$ cat config.mk
export PLATFORM = sky130hd
export DESIGN_NAME = bist_sequencer
export DESIGN_NICKNAME = d
export VERILOG_FILES = /design/src/rtl/bist_sequencer.sv
export SDC_FILE = /design/constraint.sdc
export NUM_CORES = 1
export LEC_CHECK = 0
export BUFFER_PORTS_ARGS = -buffer_cell sky130_fd_sc_hd__buf_2
export CORE_MARGIN = 3
export CORE_UTILIZATION = 35
export CTS_CLUSTER_SIZE = 40
export DETAILED_ROUTE_END_ITERATION = 8
export HOLD_SLACK_MARGIN = 0.1
export PLACE_DENSITY_LB_ADDON = 0.2
export SYNTH_ARGS = -nofsm -noshare
export SYNTH_HDL_FRONTEND = slang
export SYNTH_SLANG_ARGS = --single-unit
$ cat constraint.sdc
create_clock -name clock -period 2.1 [get_ports clock]
set_input_delay 0.42 -clock clock [delete_from_list [all_inputs] [get_ports clock]]
set_output_delay 0.42 -clock clock [all_outputs]
set_load 0.01 [all_outputs]
$ cat src/rtl/bist_sequencer.sv
// BIST session controller: seeds and runs the LFSR, flushes the MISR, then
// compares the captured signature against GOLDEN and keeps a saturating fail count.
module bist_sequencer #(
  parameter int unsigned PATTERNS = 7,
  parameter int unsigned FLUSH    = 1,
  parameter logic [3:0]  GOLDEN   = 4'b0011
) (
  input  logic       clock,
  input  logic       reset,
  input  logic       start,
  input  logic       abort,
  input  logic [3:0] misr_sig,
  output logic       testmode,
  output logic       lfsr_load,
  output logic       lfsr_en,
  output logic       misr_clr,
  output logic       misr_en,
  output logic       busy,
  output logic       done,
  output logic       pass,
  output logic       fault_detected,
  output logic [3:0] sig_captured,
  output logic [7:0] fail_count
);

  typedef enum logic [2:0] {
    S_IDLE,
    S_INIT,
    S_RUN,
    S_FLUSH,
    S_COMPARE,
    S_DONE
  } state_e;

  localparam logic [7:0] LAST_PAT   = 8'(PATTERNS - 1);
  localparam logic [7:0] LAST_FLUSH = (FLUSH > 0) ? 8'(FLUSH - 1) : 8'd0;

  state_e     state_q, state_d;
  logic [7:0] pat_cnt_q, pat_cnt_d;
  logic       pass_q, pass_d;
  logic       fault_q, fault_d;
  logic [3:0] sig_q, sig_d;
  logic [7:0] fail_cnt_q, fail_cnt_d;

  always_ff @(posedge clock or posedge reset) begin
    if (reset) begin
      state_q    <= S_IDLE;
      pat_cnt_q  <= '0;
      pass_q     <= 1'b0;
      fault_q    <= 1'b0;
      sig_q      <= '0;
      fail_cnt_q <= '0;
    end else begin
      state_q    <= state_d;
      pat_cnt_q  <= pat_cnt_d;
      pass_q     <= pass_d;
      fault_q    <= fault_d;
      sig_q      <= sig_d;
      fail_cnt_q <= fail_cnt_d;
    end
  end

  always_comb begin
    state_d    = state_q;
    pat_cnt_d  = pat_cnt_q;
    pass_d     = pass_q;
    fault_d    = fault_q;
    sig_d      = sig_q;
    fail_cnt_d = fail_cnt_q;
    if (abort) begin
      state_d   = S_IDLE;
      pat_cnt_d = '0;
      pass_d    = 1'b0;
      fault_d   = 1'b0;
    end else begin
      case (state_q)
        S_IDLE, S_DONE: begin
          if (start) begin
            state_d = S_INIT;
            pass_d  = 1'b0;
            fault_d = 1'b0;
          end
        end
        S_INIT: begin
          state_d   = S_RUN;
          pat_cnt_d = '0;
        end
        // pat_cnt is reused as the flush counter, so it restarts at 0 on leaving RUN
        S_RUN: begin
          if (pat_cnt_q == LAST_PAT) begin
            pat_cnt_d = '0;
            state_d   = (FLUSH > 0) ? S_FLUSH : S_COMPARE;
          end else begin
            pat_cnt_d = pat_cnt_q + 8'd1;
          end
        end
        S_FLUSH: begin
          if (pat_cnt_q == LAST_FLUSH) begin
            pat_cnt_d = '0;
            state_d   = S_COMPARE;
          end else begin
            pat_cnt_d = pat_cnt_q + 8'd1;
          end
        end
        S_COMPARE: begin
          sig_d   = misr_sig;
          pass_d  = (misr_sig == GOLDEN);
          fault_d = (misr_sig != GOLDEN);
          if ((misr_sig != GOLDEN) && (fail_cnt_q != 8'hFF)) begin
            fail_cnt_d = fail_cnt_q + 8'd1;
          end
          state_d = S_DONE;
        end
        default: state_d = S_IDLE;
      endcase
    end
  end

  always_comb begin
    busy      = (state_q == S_INIT) || (state_q == S_RUN) ||
                (state_q == S_FLUSH) || (state_q == S_COMPARE);
    testmode  = busy;
    lfsr_load = (state_q == S_INIT);
    misr_clr  = (state_q == S_INIT);
    lfsr_en   = (state_q == S_RUN);
    misr_en   = (state_q == S_RUN) || (state_q == S_FLUSH);
    done      = (state_q == S_DONE);
  end

  assign pass           = pass_q;
  assign fault_detected = fault_q;
  assign sig_captured   = sig_q;
  assign fail_count     = fail_cnt_q;

endmodule

==> reports/results.tsv <==
metric	value	unit
post-CTS setup buffer count	0	
Overflow after GRT	0	
Most used DFF post-synth	dfrtp_1	
Final GP Congestion	0.799	
hold crit path type	input pin to asynchronous set/reset pin	
storage element area	626	um2
Core Area	3740	um2
first-pass GRT wire length	5080	um
initial antenna violation count	0	
Gate Count Post-Synth	139	
Hold Fails Final Rpt	0	
commonest non-fill, non-tap cell in the layout	buf_2	
crit start category	flop	
WS Path Type	flop to output port	
final setup violation count	0	
DIE AREA	4780	um2
commonest non-fill, non-tap cells in the layout	buf_2 (28), dfrtp_1 (25), nand2_1 (20), nor2_1 (8), inv_1 (7)	
ant diodes	0	
Synth top area share	44.8	%
antenna-violating nets left	0	
vias in the first global route	1072	
maximum vdd drop	0.241	mV
sequential element share of the synthesized area	44.8	%
syn nets	151	
DR vias	1099	
pin count of the biggest net entering global routing	26	
Mapped Area	1400	um2
Residual DRC	0	
Worst Tran Pin Value	0.439	ns
Slew HR	70.7	%
Top Family by Delay on Critical Path	flip-flops	
share of flip-flops with an asynchronous set or reset	100	%
starting density of the core	37.3	%
CP max stage delay	0.55	ns
fraction of layout cells with a size suffix above 1	28.0	%
largest fanout on the critical path	9	
highest-delay cell along the critical path	dfrtp_1	
average cell area after synthesis	10.0	um2
Pleak	0.817	nW
number of synthesized flops with an enable pin	0	
clock buffer depth	2	
main area contributors after synthesis	dfrtp_1 (45%), nand2_1 (5.4%), xnor2_1 (3.8%), ha_1 (3.6%), xor2_1 (2.5%)	
outcome	completed	
CTS tree	yes	
Worst-Skew Late Latency	0.26	ns
Tot GR Track Use	12.8	%
Final Hold Slack	0.184	ns
CTS H-tree lvls	1	
Final period util	87.6	%
Arr. time, crit path	1.42	ns
clock-pin slew on the worst setup and hold paths	0.09	ns
crit-path cells	or2b_2, nor2_1, buf_2	
Layout area overhead	16.1	%
final cell utilization of the core	43.3	%
synthesis warning total	0	
Layout fillers	379	
Ports	29	
DR iter-0 viols	89	
Final HPWL DP	2210	um
Yosys reg bits	25	
Clock Sinks	25	
area of the multi-input gates	699	um2
leading area contributor after synthesis	dfrtp_1	
Slew Limit Fails	0	
# hold bufs at CTS	0	
Cells after DPL	212	
CP required	1.68	ns
Max-Cap Viols	0	
flop2flop setup slack	0.30	ns
setup TNS	0	ns
routed wire length	2840	um
minimum clock period	1.84	ns
Die W	69.1	um
clk_skew	0.00122	ns
number of nets in the layout	181	
Detailed Routing Iterations Pass 1	4	
worst path buffer plus inverter count	1	
WL/cell	13.2	um
site row count	22	
synth unique cells	47	
nature of the critical path endpoint	output port	
Non-Filler Instances	216	
# port buffers	28	
Die Ht	69.1	um
fmax	0.543	GHz
post_cts resized	0	
RSZ-0062 raised after global routing	no	
CTS Buf Count	3	
via/cell ratio	5.09	
root buf cell	clkbuf_8	
pwr dens	703	nW/um2
## final cells by class
| cell class | count | share of cell area (%) |
|---|---|---|
| multi-input cells | 101 | 43.2 |
| flip-flops and latches | 25 | 38.6 |
| well taps | 48 | 3.71 |
| repair buffers | 31 | 10.0 |
| inverters | 7 | 1.62 |
| clock buffers | 3 | 2.55 |
| clock inverters | 1 | 0.309 |
## registers in the layout (all words and copies together), names as in the netlist
register	count
fail_count	8
pat_cnt_q	8
state_q	3
pass	1
sig_captured	4
fault_detected	1
## final timing paths
path                            startpoint               to  cells after the start
setup / recovery                state_q[1]          lfsr_en                      3
hold / removal                       reset     pat_cnt_q[5]                      3
setup reg to reg              pat_cnt_q[4]     pat_cnt_q[2]                      4
hold reg to reg            sig_captured[2]  sig_captured[2]                      2
max in group asynchronous            reset    fail_count[5]                      3
min in group clock             misr_sig[2]  sig_captured[2]                      3
## tightest hold or removal path, cell delays in order
cell and delay, ns:
buf_2 0.09, inv_1 0.04, buf_4 0.30
## cell usage after synthesis (2+ instances only)
cell / instances
a21oi_1: 5
a22o_1: 2
buf_2: 2
buf_4: 3
dfrtp_1: 25
ha_1: 4
inv_1: 7
mux2_2: 2
nand2_1: 20
nand3_1: 5
nand3b_1: 2
nand4_1: 3
nor2_1: 8
nor2b_1: 2
nor3_1: 5
o211ai_1: 3
o21ai_0: 2
or3_1: 2
xnor2_1: 6
xor2_1: 4
## stage by stage
step           instance area (um2)  setup WS, ns  total power, mW
6_report                      1620         0.259             1.14
5_1_grt                       1620         0.133             1.21
4_1_cts                       1620         0.245             1.16
3_5_place_dp                  1570         0.312            0.869
3_3_place_gp                  1570         0.347            0.863
2_1_floorplan                 1400         0.403            0.771
## power by group
| part | switching (mW) | internal (mW) |
|---|---|---|
| Clock | 0.152 | 0.133 |
| Sequential | 0.0562 | 0.533 |
| Combinational | 0.152 | 0.113 |
| Total | 0.360 | 0.779 |
## routing by layer
layer  GRT usage, %  routed length (um)  vias to the layer above
met5              0                   0                        -
met4           4.77                  31                        0
met3           2.33                 100                        4
met2           20.7                1390                       20
met1           17.0                1320                      528
li1               -                   -                      547
## cell families (layout without fill, tap and decap cells)
group	after synthesis	count (layout)	synth area share, %
AND/OR/NAND/NOR	62	62	25.9
flip-flops	25	25	44.8
AO/OA/AOI/OAI	22	22	12.0
buffers and inverters	13	42	5.02
XOR/XNOR	10	10	6.28
adder cells (fa/ha/maj)	5	5	4.31
multiplexers	2	2	1.61
(Power assumes the default switching activity.)
